$ cat src/rtl/shift_issue_queue_if.sv
// rtl/shift_issue_queue_if.sv - request, shifter and result signal bundle for shift_issue_queue
//
// Groups three signal sets:
//   in_*  : request stream (valid/ready, operand, amount, type, tag)
//   sh_*  : head entry presented to the combinational shifter, sh_result back
//   out_* : registered result stream (valid/ready, result, tag)
// slave modport is the queue itself; master modport is the surrounding
// producer/shifter/consumer environment.
interface shift_issue_queue_if #(
    parameter int TAGW = 4
);
    logic            in_valid;
    logic            in_ready;
    logic [31:0]     in_data;
    logic [4:0]      in_num;
    logic [1:0]      in_type;
    logic [TAGW-1:0] in_tag;

    logic [31:0]     sh_data;
    logic [4:0]      sh_num;
    logic [1:0]      sh_type;
    logic [31:0]     sh_result;

    logic            out_valid;
    logic            out_ready;
    logic [31:0]     out_result;
    logic [TAGW-1:0] out_tag;

    modport slave (
        input  in_valid, in_data, in_num, in_type, in_tag,
        output in_ready,
        output sh_data, sh_num, sh_type,
        input  sh_result,
        output out_valid, out_result, out_tag,
        input  out_ready
    );

    modport master (
        output in_valid, in_data, in_num, in_type, in_tag,
        input  in_ready,
        input  sh_data, sh_num, sh_type,
        output sh_result,
        input  out_valid, out_result, out_tag,
        output out_ready
    );
endinterface

$ cat src/rtl/shift_issue_queue.sv
// rtl/shift_issue_queue.sv - shift request FIFO feeding an external shifter with a registered result stage
//
// Ports:
//   clk    : rising-edge clock
//   reset  : asynchronous active-low reset
//   flush  : synchronous drop of every queued and output-held request
//   bus    : shift_issue_queue_if.slave (in_* request stream, sh_* shifter
//            operands and result, out_* registered result stream)
//   count  : FIFO occupancy, not counting the output register
module shift_issue_queue #(
    parameter int DEPTH = 4,
    parameter int TAGW  = 4
) (
    input  logic                     clk,
    input  logic                     reset,
    input  logic                     flush,
    shift_issue_queue_if.slave       bus,
    output logic [$clog2(DEPTH):0]   count
);
    localparam int PW = $clog2(DEPTH);
    localparam int CW = PW + 1;

    logic [31:0]     data_q [DEPTH];
    logic [31:0]     data_d [DEPTH];
    logic [4:0]      num_q  [DEPTH];
    logic [4:0]      num_d  [DEPTH];
    logic [1:0]      type_q [DEPTH];
    logic [1:0]      type_d [DEPTH];
    logic [TAGW-1:0] tag_q  [DEPTH];
    logic [TAGW-1:0] tag_d  [DEPTH];

    logic [PW-1:0]   wr_ptr_q, wr_ptr_d;
    logic [PW-1:0]   rd_ptr_q, rd_ptr_d;
    logic [CW-1:0]   count_q, count_d;
    logic            out_valid_q, out_valid_d;
    logic [31:0]     out_result_q, out_result_d;
    logic [TAGW-1:0] out_tag_q, out_tag_d;

    logic head_valid;
    logic out_free;
    logic push;
    logic pop;

    // in_ready looks only at registered occupancy so a full queue never
    // accepts on the strength of a same-cycle pop.
    assign bus.in_ready   = (count_q != CW'(DEPTH));
    assign head_valid     = (count_q != '0);
    assign out_free       = !out_valid_q || bus.out_ready;
    assign push           = bus.in_valid && bus.in_ready;
    assign pop            = head_valid && out_free;

    assign bus.sh_data    = head_valid ? data_q[rd_ptr_q] : 32'd0;
    assign bus.sh_num     = head_valid ? num_q[rd_ptr_q]  : 5'd0;
    assign bus.sh_type    = head_valid ? type_q[rd_ptr_q] : 2'd0;

    assign bus.out_valid  = out_valid_q;
    assign bus.out_result = out_result_q;
    assign bus.out_tag    = out_tag_q;
    assign count          = count_q;

    always_comb begin
        data_d       = data_q;
        num_d        = num_q;
        type_d       = type_q;
        tag_d        = tag_q;
        wr_ptr_d     = wr_ptr_q;
        rd_ptr_d     = rd_ptr_q;
        count_d      = count_q;
        out_valid_d  = out_valid_q;
        out_result_d = out_result_q;
        out_tag_d    = out_tag_q;

        if (flush) begin
            wr_ptr_d    = '0;
            rd_ptr_d    = '0;
            count_d     = '0;
            out_valid_d = 1'b0;
        end else begin
            if (push) begin
                data_d[wr_ptr_q] = bus.in_data;
                num_d[wr_ptr_q]  = bus.in_num;
                type_d[wr_ptr_q] = bus.in_type;
                tag_d[wr_ptr_q]  = bus.in_tag;
                wr_ptr_d         = wr_ptr_q + PW'(1);
            end
            if (pop) begin
                out_result_d = bus.sh_result;
                out_tag_d    = tag_q[rd_ptr_q];
                out_valid_d  = 1'b1;
                rd_ptr_d     = rd_ptr_q + PW'(1);
            end else if (out_free) begin
                out_valid_d  = 1'b0;
            end
            count_d = count_q + CW'(push) - CW'(pop);
        end
    end

    always_ff @(posedge clk or negedge reset) begin
        if (!reset) begin
            for (int i = 0; i < DEPTH; i++) begin
                data_q[i] <= '0;
                num_q[i]  <= '0;
                type_q[i] <= '0;
                tag_q[i]  <= '0;
            end
            wr_ptr_q     <= '0;
            rd_ptr_q     <= '0;
            count_q      <= '0;
            out_valid_q  <= 1'b0;
            out_result_q <= '0;
            out_tag_q    <= '0;
        end else begin
            data_q       <= data_d;
            num_q        <= num_d;
            type_q       <= type_d;
            tag_q        <= tag_d;
            wr_ptr_q     <= wr_ptr_d;
            rd_ptr_q     <= rd_ptr_d;
            count_q      <= count_d;
            out_valid_q  <= out_valid_d;
            out_result_q <= out_result_d;
            out_tag_q    <= out_tag_d;
        end
    end
endmodule

$ cat src/flat_wrapper.sv
// flat-port wrapper written by rule: the top's interface ports become plain ports
module shift_issue_queue_flat 
#(
    parameter int DEPTH = 4,
    parameter int TAGW  = 4
)
  (clk, reset, flush, count, bus_in_valid, bus_in_data, bus_in_num, bus_in_type, bus_in_tag, bus_in_ready, bus_sh_data, bus_sh_num, bus_sh_type, bus_sh_result, bus_out_valid, bus_out_result, bus_out_tag, bus_out_ready);
  shift_issue_queue_if #(.TAGW(TAGW)) bus_i ();
  input  logic clk;
  input  logic reset;
  input  logic flush;
  output logic [$clog2(DEPTH):0] count;
  input wire logic [$bits(bus_i.in_valid)-1:0] bus_in_valid;
  input wire logic [$bits(bus_i.in_data)-1:0] bus_in_data;
  input wire logic [$bits(bus_i.in_num)-1:0] bus_in_num;
  input wire logic [$bits(bus_i.in_type)-1:0] bus_in_type;
  input wire logic [$bits(bus_i.in_tag)-1:0] bus_in_tag;
  output wire logic [$bits(bus_i.in_ready)-1:0] bus_in_ready;
  output wire logic [$bits(bus_i.sh_data)-1:0] bus_sh_data;
  output wire logic [$bits(bus_i.sh_num)-1:0] bus_sh_num;
  output wire logic [$bits(bus_i.sh_type)-1:0] bus_sh_type;
  input wire logic [$bits(bus_i.sh_result)-1:0] bus_sh_result;
  output wire logic [$bits(bus_i.out_valid)-1:0] bus_out_valid;
  output wire logic [$bits(bus_i.out_result)-1:0] bus_out_result;
  output wire logic [$bits(bus_i.out_tag)-1:0] bus_out_tag;
  input wire logic [$bits(bus_i.out_ready)-1:0] bus_out_ready;
  assign bus_i.in_valid = bus_in_valid;
  assign bus_i.in_data = bus_in_data;
  assign bus_i.in_num = bus_in_num;
  assign bus_i.in_type = bus_in_type;
  assign bus_i.in_tag = bus_in_tag;
  assign bus_in_ready = bus_i.in_ready;
  assign bus_sh_data = bus_i.sh_data;
  assign bus_sh_num = bus_i.sh_num;
  assign bus_sh_type = bus_i.sh_type;
  assign bus_i.sh_result = bus_sh_result;
  assign bus_out_valid = bus_i.out_valid;
  assign bus_out_result = bus_i.out_result;
  assign bus_out_tag = bus_i.out_tag;
  assign bus_i.out_ready = bus_out_ready;
  shift_issue_queue #(.DEPTH(DEPTH), .TAGW(TAGW)) u_core (.clk(clk), .reset(reset), .flush(flush), .bus(bus_i), .count(count));
endmodule
$ cat config.mk
export PLATFORM = sky130hd
export DESIGN_NAME = shift_issue_queue_flat
export DESIGN_NICKNAME = d
export VERILOG_FILES = /design/src/rtl/shift_issue_queue_if.sv /design/src/rtl/shift_issue_queue.sv /design/src/flat_wrapper.sv
export SDC_FILE = /design/constraint.sdc
export NUM_CORES = 1
export LEC_CHECK = 0
export ABC_AREA = 1
export CORE_MARGIN = 4
export CORE_UTILIZATION = 30
export CTS_CLUSTER_DIAMETER = 80
export DETAILED_ROUTE_END_ITERATION = 8
export GPL_ROUTABILITY_DRIVEN = 0
export GPL_TIMING_DRIVEN = 0
export PLACE_DENSITY = 0.48
export SKIP_LAST_GASP = 1
export SYNTH_ARGS = -nofsm -noshare
export SYNTH_HDL_FRONTEND = slang
export SYNTH_SLANG_ARGS = --single-unit
$ cat constraint.sdc
create_clock -name clk -period 2.3 [get_ports clk]
set_input_delay 0.23 -clock clk [delete_from_list [all_inputs] [get_ports clk]]
set_output_delay 0.23 -clock clk [all_outputs]
set_load 0.005 [all_outputs]
==> summary by stage, run 1 <==
Timing
The total count of max-transition violations in the final report is 0. The slack of the critical path is -0.137 ns. Timing would allow up to 410 MHz. The final worst clock skew is 0.00799 ns. Final hold analysis gives a worst-case slack of 0.108 ns. Setup repair after global routing could not meet its margin everywhere. The number of hold violations in the final report is 0. The routed design could run at a clock period as short as 2.44 ns. The portion of the clock cycle consumed by the worst path in the final layout is 106%. The total negative slack is -0.137 ns.

The tightest slew margin relative to the limit is 42.7%. The transition time of the tightest slew-check pin is 0.860 ns. Setup violations remaining at the end of the flow were counted as 1.

Logic synthesis
The gate count of the mapped netlist is 1315. Yosys attributes the largest share of cell area to dfrtp_1, nand2_1, nand4_1, nor2_1, o21ai_0. In this run the mean area of a mapped cell was 7.87 um2. The number of unique standard cell types used by synthesis is 24. The synthesized-area fraction occupied by ao, oa, aoi and oai cells is 6.27%.

Multiplexer cells account for 0% of the synthesized area. The total nets after synthesis is 1401. dfrtp_1 takes more of the synthesized area than any other cell.

The number of synthesized register bits is 216. The sequential-to-total area share from yosys stat is 52.2%. The xor/xnor cell area share of the yosys netlist is 0.169%. The share of synthesized cell area in full adder, half adder and majority cells is 0.797%. The fraction of the mapped netlist area in simple logic gates is 34.8%. The largest family of logic cells by synthesized area is simple AND/OR/NAND/NOR gates. The Yosys warning count is 0.

The area share of the largest cell type after synthesis is 52.2%. The post-synthesis instance area is 10400 um2.

Cells and area
Leaving out fill and tap cells, the most frequent cells in the layout are nand2_1, dfrtp_1, nand4_1. The number of antenna diodes in the final layout is 0. The filler-free cell count of the finished design is 1968. The net count of the finished layout is 1592.

Compared with the post-synthesis result, the final layout area differs by 30.6%. Of the cells placed in the final design, the portion with a size suffix greater than 1 is 10.5%. The final instance area is 13500 um2. At the end of the flow the core is filled with cells to 40.0%.

The library cell used most frequently in the layout, excluding fill and tap cells, is nand2_1.

Worst setup path
The minimum setup slack among reg-to-reg paths is 0.10 ns. Traced cell by cell, the critical path runs through buf_6 -> buf_12 -> buf_8 -> nor2_1 -> nor2_1 -> o21ai_1 -> a21oi_2 -> clkdlybuf4s50_1. The depth of the critical timing path with buffers and inverters included is 8. The critical-path maximum fanout is 10.

STA classifies the critical path endpoint as an output pin. The worst reg-to-reg path cell count is 7. The stage delay of the slowest cell on the critical path is 0.52 ns. The endpoint identified for the worst register-to-register timing path is u_core.data_q[71].

The endpoint of the most critical setup path is bus_sh_data[3]. The worst flop-to-flop path startpoint is u_core.wr_ptr_q[1]. The cell at the slowest stage of the critical path is clkdlybuf4s50_1.

The data required time at the worst endpoint is 2.07 ns. The critical path class is reg2out. The kind of cell with the highest combined delay on the critical path is buffers and inverters.

In this run the worst setup path begins at u_core.rd_ptr_q[0]. The worst setup path is launched from a register. The buffering stage count on the worst path with inverters included is 4.

The critical path's most frequent cell is nor2_1. The data arrival time of the worst path is 2.21 ns.

GRT
The number of global-route vias before repair came to 9994. The global-route wire length before repair is 58.9 mm. Entering global routing, the biggest net connects 110 pins.

The total routing usage reported by global routing is 19.3%. The number of antenna violations at the first check in global routing came to 0. The sum of overflow across all layers after global routing is 0.

Power
Net switching is 39.3% of the power. For this design the static power due to leakage is 6.76 nW. The clock network is responsible for 20.6% of the overall power. For this design the total switching power over the nets is 7.21 mW. Total power for the finished layout comes to 18.4 mW. In this run the power density over the cells is 1360 nW/um2.

The maximum VDD drop is 0.668 mV. In this run, the combinational gates consume 45.5% of the power. The power share of the sequential group is 33.9%. The internal power is 11.1 mW.

Routing
In this run the remaining antenna-violating nets after routing total 0. The routed layout has 9841 vias. The remaining routing DRC violations is 0. After detailed routing, the total wire length is 37.3 mm. For this block, the initial DRC count from the detailed router was 889. In the final routed layout, each cell accounts on average for 19.0 um. The count of TritonRoute iterations in the first routing pass is 5. The post-detailed-route via-to-cell ratio is 5.00.

Clock tree
The number of clock buffers inserted by TritonCTS is 26. The register clock-pin slew on the reported worst setup and hold paths is 0.05 ns. In this run the deepest clock path goes through 3 buffers.

In this run the number of H-tree levels came out at 1. The buffer cell driving the clock tree root is clkbuf_16. The TritonCTS clock tree is done. The number of clock sinks seen by CTS is 216. The later pin in the worst-skew pair is clocked with a latency of 0.53 ns.

Floorplan
The number of standard-cell rows in the floorplan is 67. For this configuration, the core starts out at a cell density of 30.7%. The total core area is 33800 um2. The area of the die is 37600 um2. Pin placement for this block handled 160 I/O pins. The y dimension of the die is 194 um.

The floorplan step set the die width to 194 um.

Placed design
The sum of net half-perimeters after detailed placement is 25.2 mm. The worst setup slack after placement is -0.335 ns. In this run, placement finished with an instance count of 1922. The post-place instance area is 12500 um2. The number of buffer cells added on primary ports is 158.

Min path
In this run the worst hold path is classified as in2reg. Along the worst hold path, the cell count comes to 5.

Outcome
The checks that failed: negative setup slack. The run finished, with violations left.

Run
Max-cap violations in this run came to 0.
[layer usage]
layer	GRT usage, %	up-vias	wire, um
met1	28.1	4717	17700
met3	3.01	58	2230
met2	29.9	326	16500
met5	0	-	0
li1	-	4740	-
met4	5.27	0	938
[worst register-to-register path, cell delays in order (launching register included)]
cell      delay, ns
dfrtp_1        0.42
inv_1          0.10
ha_1           0.14
clkbuf_1       0.41
nand4_1        0.49
buf_2          0.39
nand2_1        0.10
nand2_1        0.05
[final cells by class]
| class | instances | area, um2 |
|---|---|---|
| inverters | 16 | 72.6 |
| repair buffers | 165 | 1610 |
| clock inverters | 4 | 20.0 |
| plain buffers | 112 | 742 |
| clock buffers | 38 | 737 |
| fillers | 3535 | 20300 |
| multi-input cells | 969 | 4380 |
| well taps | 448 | 561 |
| flip-flops and latches | 216 | 5410 |
[how the worst min path moves through the flow]
| stage | startpoint | to | slack [ns] |
|---|---|---|---|
| 2_1_floorplan | reset | u_core.bus.out_result[0] | -0.07 |
| 3_3_place_gp | u_core.bus.out_result[9] | u_core.bus.out_result[9] | 0.45 |
| 3_5_place_dp | reset | u_core.bus.out_result[21] | 0.38 |
| 4_1_cts | bus_in_valid | u_core.wr_ptr_q[0] | 0.09 |
| 5_1_grt | bus_in_valid | u_core.wr_ptr_q[1] | 0.15 |
| 6_report | bus_in_valid | u_core.wr_ptr_q[0] | 0.11 |
[power by group through the flow]
stage               clock network, mW  registers (mW)  logic (mW)
finish                           3.79            6.22        8.36
detailed placement                  0            6.22        8.24
CTS                              3.88            6.19        8.31
global route                     4.05            6.40        9.36
global placement                    0            6.22        8.20
floorplan                           0            6.10        4.32
[flip-flops by register name, summed over array words and instances (netlist names)]
name	cells
u_core.tag_q	16
u_core.bus.out_tag	4
u_core.type_q	8
u_core.num_q	20
u_core.data_q	128
u_core.count	3
u_core.rd_ptr_q	2
u_core.bus.out_result	32
u_core.wr_ptr_q	2
u_core.bus.out_valid	1
[cells in the mapped netlist, drive strengths merged]
cell type / count
a21oi: 40
buf: 82
clkbuf: 32
clkinv: 1
dfrtp: 216
fa: 1
ha: 5
inv: 15
nand2: 483
nand3: 2
nand4: 176
nor2: 171
o21ai: 89
xor2: 2
[kinds of logic (layout without fill, tap and decap cells)]
| group | Yosys count | count (layout) |
|---|---|---|
| adders and majority gates | 6 | 6 |
| and+or+nand+nor | 832 | 832 |
| buffers and inverters | 130 | 335 |
| DFF | 216 | 216 |
| xor gates and xnor gates | 2 | 2 |
| AOI/OAI and AO/OA | 129 | 129 |
[timing repair]
action,in CTS,in global routing
endpoints found under the hold margin,108,0
hold buffers,1,0
pin swaps,22,22
setup buffers,2,3
resized for setup,113,58
endpoints found under the setup margin,39,79
Note: power is estimated with default switching activity, not from simulation.
==> run 2: changes to the inputs <==
Settings changed: CORE_ASPECT_RATIO set to 1.5.
==> run 2 against run 1 <==
Against the previous run: the run still ends with negative setup slack left; largest cell class unchanged; first-iteration DRC count is 18% lower; sequential cell count stayed put; cell count is 0.91% lower; register-to-register slack better by 0.07 ns; cell area is 0.15% higher; critical path type unchanged; clock power is 1% lower.
==> summary by stage, run 2 (synthesis results as in run 1) <==
GRT
The total routing usage reported by global routing was 19.9% (+0.66 points). The largest net degree at the start of global routing is 112 (+1.8%). The global-route wire length before repair is 59.9 mm (+1.7%). The number of global-route vias before repair is 10100 (+1.1%). The number of antenna violations at the first check in global routing was 1 (+1). The sum of overflow across all layers after global routing is 0 (unchanged).

Worst setup path
Tracing the worst setup path back leads to its startpoint at u_core.rd_ptr_q[1]. The worst reg-to-reg path cell count is 9 (+2). The critical-path maximum fanout was 10 (unchanged). The worst setup path is captured at an output pin. The minimum setup slack among reg-to-reg paths was 0.17 ns (+0.07 ns). The data required time at the worst endpoint is 2.07 ns (about the same). The worst register-to-register path begins at u_core.count[2]. The startpoint kind of the worst setup timing path is a register. In this run the worst setup path terminates at bus_sh_data[2].

The data arrival time of the worst path is 2.20 ns (about the same). The destination of the worst register-to-register timing path is u_core.count[2]. The critical path class is reg2out.

Placed design
The number of buffer cells added on primary ports is 158 (unchanged). The sum of net half-perimeters after detailed placement is 26.5 mm (+5.3%). The post-place instance area is 12500 um2 (-0.23%).

Cells and area
The number of flip-flops in the largest register was 128 (unchanged). Ranked by flip-flop count, first place goes to u_core.data_q. The antenna diode count came to 0 (unchanged). The share of final-layout standard cells stronger than drive strength 1 came to 11.5% (+1.0 points). The top cell types in the final layout, fill and taps aside, are nand2_1, dfrtp_1, nand4_1. The final instance area was 13500 um2 (+0.15%).

The relative area change from synthesis to final layout is 30.8%. The library cell used most frequently in the layout, excluding fill and tap cells, is nand2_1. The net count of the finished layout came to 1595 (+0.19%).

Power
The total power of the final layout is 18.4 mW (+0.16%). The power density over cell area came to 1360 nW/um2 (about the same). The reported leakage power is 6.87 nW (+1.7%). The maximum VDD drop is 0.476 mV (-29%).

Outcome
The checks that failed: negative setup slack. The run finished, with violations left.

Clock tree
The number of clock buffers inserted by TritonCTS is 24 (-7.7%). The register clock-pin slew on the reported worst setup and hold paths was 0.06 ns (about the same). The number of clock sinks seen by CTS came to 216 (unchanged). The root buffer cell chosen for the clock tree is clkbuf_16.

The maximum buffer depth of the clock tree came to 3 (unchanged). The TritonCTS clock tree is done. The clock insertion delay at the later pin of the skew report is 0.53 ns (about the same). The maximum level of the CTS H-tree came to 1 (unchanged).

Routing
The total number of vias is 9930 (+0.90%). The remaining routing DRC violations is 0 (unchanged). The count of TritonRoute iterations in the first routing pass is 5 (unchanged).

The total wirelength of the detailed-routed design is 38.1 mm (+2.0%). The DRC marker count from the first detailed-route iteration is 726 (-18%). The post-detailed-route via-to-cell ratio is 5.09 (+1.8%). The average wire per standard cell is 19.5 um (+2.9%). The number of nets with antenna violations after detailed routing is 0 (unchanged).

Floorplan
The I/O pin count is 160 (unchanged). The initial standard-cell utilization of the core came to 30.3% (-0.34 points). The chip width is 160 um (-18%).

The total core area is 34200 um2 (+1.1%). The area of the die was 37600 um2 (+0.17%). The number of standard-cell rows in the floorplan is 83 (+24%). The y dimension of the die came to 236 um (+22%).

Timing
The total count of max-transition violations in the final report came to 0 (unchanged). The final worst clock skew is 0.00750 ns (-0.000488 ns). The tightest slew margin relative to the limit is 39.7% (-3.0 points). The maximum clock frequency is 411 MHz (+0.19%). The clock period minus final worst setup slack is 2.43 ns (-0.00468 ns). The slack of the critical path came to -0.132 ns (+0.00468 ns).

The transition time of the tightest slew-check pin is 0.904 ns (+0.0443 ns). Setup repair after global routing could not meet its margin everywhere. The number of hold violations in the final report is 0 (unchanged). The total negative slack is -0.259 ns (-0.123 ns). The portion of the clock cycle consumed by the worst path in the final layout is 106% (-0.20 points). The total of endpoints with negative setup slack in the final report was 3 (+2).

Min path
The worst hold path belongs to the class in2reg.

Run
The number of maximum-capacitance violations was 0 (unchanged).
run 2: cell types whose count changed in the layout (fill, tap and decap cells not counted), sizes merged:
cell | previous run | this run
buf | 91 | 98
clkbuf | 73 | 80
clkdlybuf4s15 | 6 | 2
clkdlybuf4s50 | 119 | 120
clkinv | 4 | 7
clkinvlp | 0 | 1
dlygate4sd2 | 23 | 5
dlymetal6s2s | 2 | 12
inv | 16 | 14
run 2: layout make-up:
class,count,area (um2)
buffer,114,771
clock buffer,36,717
clock inverter,6,32.5
fill,3495,20600
inverter,16,80.1
multi-input combinational,969,4370
sequential,216,5410
tap,425,532
timing repair buffer,168,1630
run 2: metrics by stage:
step	cells	util [%]	hold WS (ns)	setup slack [ns]
2_1_floorplan	1315	-	-0.0656	0.495
5_1_grt	1950	39.6	0.102	-0.255
3_5_place_dp	1899	36.6	0.377	-0.409
6_report	1950	39.6	0.102	-0.132
4_1_cts	1947	39.5	0.0701	-0.248
3_3_place_gp	1898	36.5	0.454	-9.10
run 2: repair_timing:
item	in CTS	in global routing
pin swaps	16	26
setup buffers	5	3
setup endpoints to repair	39	39
gates resized for setup	104	88
hold endpoints to repair	105	0
hold buffers	1	0
run 2: where the power goes:
group,internal [mW],switching [mW],total (mW),leakage (nW)
clock,2.14,1.61,3.75,0.371
sequential,5.38,0.821,6.20,2.77
combinational,3.66,4.77,8.44,3.73
run 2: metal layers:
| metal | wire, um | track usage [%] | vias up |
|---|---|---|---|
| met5 | 13 | 0 | - |
| li1 | - | - | 4746 |
| met2 | 19300 | 35.7 | 353 |
| met1 | 15400 | 24.5 | 4766 |
| met4 | 1270 | 6.68 | 2 |
| met3 | 2050 | 2.87 | 63 |
run 2: worst max-delay path, cell delays in order (launching register included):
cell and delay (ns):
dfrtp_1 0.35, buf_8 0.14, clkinv_8 0.08, clkbuf_8 0.18, nor2_1 0.10, o21ai_0 0.11
a21oi_1 0.17, clkdlybuf4s50_1 0.52
run 2: worst min-delay path by stage:
stage                                          from                   endpoint  slack (ns)  cells past startpoint
final                                  bus_in_valid         u_core.wr_ptr_q[1]        0.10                      5
after global routing                   bus_in_valid         u_core.wr_ptr_q[1]        0.10                      5
after CTS                              bus_in_valid         u_core.wr_ptr_q[1]        0.07                      5
after detailed placement                      reset   u_core.bus.out_result[5]        0.38                      1
after global placement    u_core.bus.out_result[24]  u_core.bus.out_result[24]        0.45                      2
after floorplan                               reset   u_core.bus.out_result[0]       -0.07                      0
==> run 3: changes to the inputs <==
Settings changed: ABC_AREA 1 to not set, CORE_MARGIN 4 to 3, REMOVE_ABC_BUFFERS set to 1.
==> run 3 against run 2 <==
Against the previous run: the flow still finishes with violations (negative setup slack); non-clock buffer count down 70; die area down 8.8%; global-route usage down 4.9 points; combinational power down 5.9%; critical path depth down 1; first-iteration DRC count down 69%; sequential power up 3.9%; area after synthesis down 7.1%; sequential share of layout area up 1.8 points; critical path type unchanged.
==> summary by stage, run 3 <==
Timing
The final hold slack is 0.323 ns (+0.221 ns). The tightest slew margin relative to the limit is 41.5% (+1.8 points). The total of endpoints with negative setup slack in the final report is 36 (+33). The maximum clock frequency is 415 MHz (+0.82%). Setup repair after global routing could not meet its margin everywhere.

The transition time of the tightest slew-check pin is 0.878 ns (-0.0268 ns). The clock period minus final worst setup slack came to 2.41 ns (-0.0197 ns). The total count of max-transition violations in the final report is 0 (unchanged). The final worst clock skew is 0.00945 ns (+0.00195 ns). The slack of the critical path was -0.112 ns (+0.0197 ns). The portion of the clock cycle consumed by the worst path in the final layout is 105% (-0.86 points). The number of hold violations in the final report is 0 (unchanged).

Logic synthesis
The most used flip-flop cell after synthesis is dfrtp_1. The share of synthesized cell area in full adder, half adder and majority cells is 0.858% (+0.061 points). The synthesized-area fraction occupied by ao, oa, aoi and oai cells was 0.572% (-5.7 points). The Yosys warning count is 0 (unchanged).

The largest family of logic cells by synthesized area is multiplexers. The post-synthesis instance area is 9620 um2 (-7.1%). The gate count of the mapped netlist is 586 (-55%). The multiplexer share of the synthesized area is 34.4% (+34 points). The number of flops mapped to enable cells by yosys came to 0 (unchanged). The sequential-to-total area share from yosys stat was 56.2% (+4.0 points). The area share of the largest cell type after synthesis is 56.2% (+4.0 points). The number of unique standard cell types used by synthesis came to 28 (+17%).

The most common cell in the synthesized netlist is dfrtp_1. The number of synthesized register bits is 216 (unchanged). The fraction of the mapped netlist area in simple logic gates was 4.46% (-30 points). The per-instance average area after synthesis came to 16.4 um2 (+110%).

The fraction of registers with async set/reset is 100% (unchanged). By count the netlist is led by dfrtp_1, mux2_2, mux4_2. Sorting the synthesized cells by area gives the leading types as dfrtp_1, mux2_2, mux4_2, mux2_1, nor2b_1. dfrtp_1 takes more of the synthesized area than any other cell. The xor/xnor cell area share of the yosys netlist was 0.0910% (-0.078 points).

Outcome
The flow ran to the end, but the final reports show violations. The checks that failed: negative setup slack.

Worst setup path
The minimum setup slack among reg-to-reg paths was 0.09 ns (-0.08 ns). STA classifies the critical path endpoint as an output pin. The worst register-to-register path ends at u_core.count[2].

The critical-path maximum fanout is 6 (-4). By startpoint and endpoint, the worst setup path is classified as reg2out. The startpoint kind of the worst setup timing path is a register.

The data arrival time of the worst path is 2.18 ns (-0.02 ns). The worst reg-to-reg path cell count is 11 (+2). The worst flop-to-flop path startpoint is u_core.count[0]. The data required time at the worst endpoint was 2.07 ns (about the same).

Routing
The DRC marker count from the first detailed-route iteration is 222 (-69%). The count of TritonRoute iterations in the first routing pass is 6 (+1). The average wire per standard cell is 21.1 um (+7.9%). The post-detailed-route via-to-cell ratio is 4.78 (-6.0%).

The total wirelength of the detailed-routed design is 25.5 mm (-33%). The total number of vias is 5799 (-42%). The number of nets with antenna violations after detailed routing was 0 (unchanged). The remaining routing DRC violations is 0 (unchanged).

Cells and area
The area occupied by multi-input gates was 4160 um2 (-4.8%). The number of filler cells placed in the layout came to 2827 (-19%). The top register by number of flip-flops is u_core.data_q.

Leaving out fill and tap cells, the most frequent cells in the layout are dfrtp_1, mux2_2, clkdlybuf4s50_1. From synthesis to final layout, the design area changed by 35.0%. The final instance area is 13000 um2 (-4.1%).

The area used by sequential logic in the layout is 5420 um2 (+0.14%). The share of final-layout standard cells stronger than drive strength 1 is 46.7% (+35 points). The most frequent standard cell in the layout excluding fill and tap cells is dfrtp_1. The net count of the finished layout is 877 (-45%). The antenna diode count is 0 (unchanged). The core utilization of the finished layout is 41.5% (+1.8 points).

The number of flip-flops in the largest register is 128 (unchanged).

Clock tree
The number of clock buffers inserted by TritonCTS came to 23 (-4.2%). The maximum level of the CTS H-tree is 1 (unchanged). The tree is rooted in a clkbuf_16. The register clock-pin slew on the reported worst setup and hold paths is 0.06 ns (about the same). The maximum buffer depth of the clock tree is 3 (unchanged).

The TritonCTS clock tree is done. The number of clock sinks seen by CTS is 216 (unchanged). The clock insertion delay at the later pin of the skew report is 0.51 ns (-0.02 ns).

Power
The maximum VDD drop is 0.523 mV (+9.7%). The total power of the final layout is 18.1 mW (-1.8%). The power density over cell area is 1390 nW/um2 (+2.4%). The reported leakage power was 5.66 nW (-18%).

Floorplan
The initial standard-cell utilization of the core is 30.7% (+0.40 points). The y dimension of the die was 225 um (-4.3%). The total core area is 31300 um2 (-8.3%).

The area of the die is 34300 um2 (-8.8%). The chip width came to 152 um (-4.7%). The number of standard-cell rows in the floorplan is 79 (-4.8%). The I/O pin count is 160 (unchanged).

GRT
The total routing usage reported by global routing was 15.0% (-4.9 points). The sum of overflow across all layers after global routing is 0 (unchanged). The number of global-route vias before repair is 6785 (-33%). The global-route wire length before repair is 40.2 mm (-33%). The number of antenna violations at the first check in global routing is 0 (-1). The largest net degree at the start of global routing is 111 (-0.89%).

Placed design
The number of buffer cells added on primary ports is 159 (+0.63%). The post-place instance area is 11600 um2 (-7.3%). The sum of net half-perimeters after detailed placement came to 14.5 mm (-45%).

Min path
The sink of the worst hold path is u_core.bus.out_result[20]. The path category of the worst min-delay check is in2reg. The count of cells along the worst hold path came to 2 (-3). In this run the most critical hold path is launched from bus_sh_result[20].

Run
The number of maximum-capacitance violations is 0 (unchanged).
==> run 3: cells by family after synthesis <==
logic type               count (synthesis)
buffers and inverters                   43
flip-flops                             216
adder cells (fa/ha/maj)                  6
AO/OA/AOI/OAI                           10
XOR/XNOR                                 1
multiplexers                           251
AND/OR/NAND/NOR                         59
==> run 3: worst max path at each step <==
stage | from | slack (ns) | depth (start not counted) | end
after global placement | reset | -7.61 | 1 | u_core.data_q[122]
after floorplan | u_core.rd_ptr_q[0] | -0.57 | 2 | u_core.bus.out_tag[0]
final | u_core.rd_ptr_q[0] | -0.11 | 6 | bus_sh_data[16]
after global routing | u_core.rd_ptr_q[0] | -0.19 | 6 | bus_sh_data[16]
after detailed placement | flush | -0.89 | 4 | u_core.type_q[7]
after CTS | u_core.rd_ptr_q[0] | -0.27 | 6 | bus_sh_data[22]
==> run 3: what timing repair did <==
action,CTS,global route
buffers inserted,24,24
resized for setup,166,62
hold buffers,1,0
pin swaps,5,5
cloned,8,0
endpoints found under the setup margin,211,65
endpoints found under the hold margin,109,0
==> run 3: cell type report <==
cell class / count / area share [%]
clock buffer: 32 / 4.77
clock inverter: 9 / 0.963
inverter: 7 / 0.222
multi-input combinational: 331 / 32.0
sequential: 216 / 41.7
tap: 405 / 3.90
timing repair buffer: 212 / 16.4
==> run 3: power breakdown <==
group	internal (mW)	leakage, nW	switching [mW]
logic	5.11	2.60	2.83
registers	5.49	2.70	0.951
clock network	2.22	0.358	1.47
total	12.8	5.66	5.25
==> run 3: critical path: stages (launching register included) <==
cell	delay, ns
dfrtp_4	0.58
buf_16	0.17
buf_12	0.13
buf_8	0.12
mux4_2	0.40
nor2b_1	0.14
buf_2	0.13
==> run 3: through the flow <==
stage,TNS (ns),instances,worst slack (ns)
finish,-2.08,1212,-0.112
global route,-4.74,1212,-0.187
CTS,-6.48,1195,-0.268
detailed placement,-151.19,1121,-0.894
global placement,-1914.84,1114,-7.61
floorplan,-24.43,550,-0.571
==> run 3: metal layers <==
metal / up-vias / track usage, % / share of wire, %
met3: 29 / 2.25 / 4.1
met1: 3070 / 17.1 / 38
met4: 0 / 4.32 / 2.0
li1: 2559 / - / -
met5: - / 0 / 0
met2: 141 / 29.0 / 56
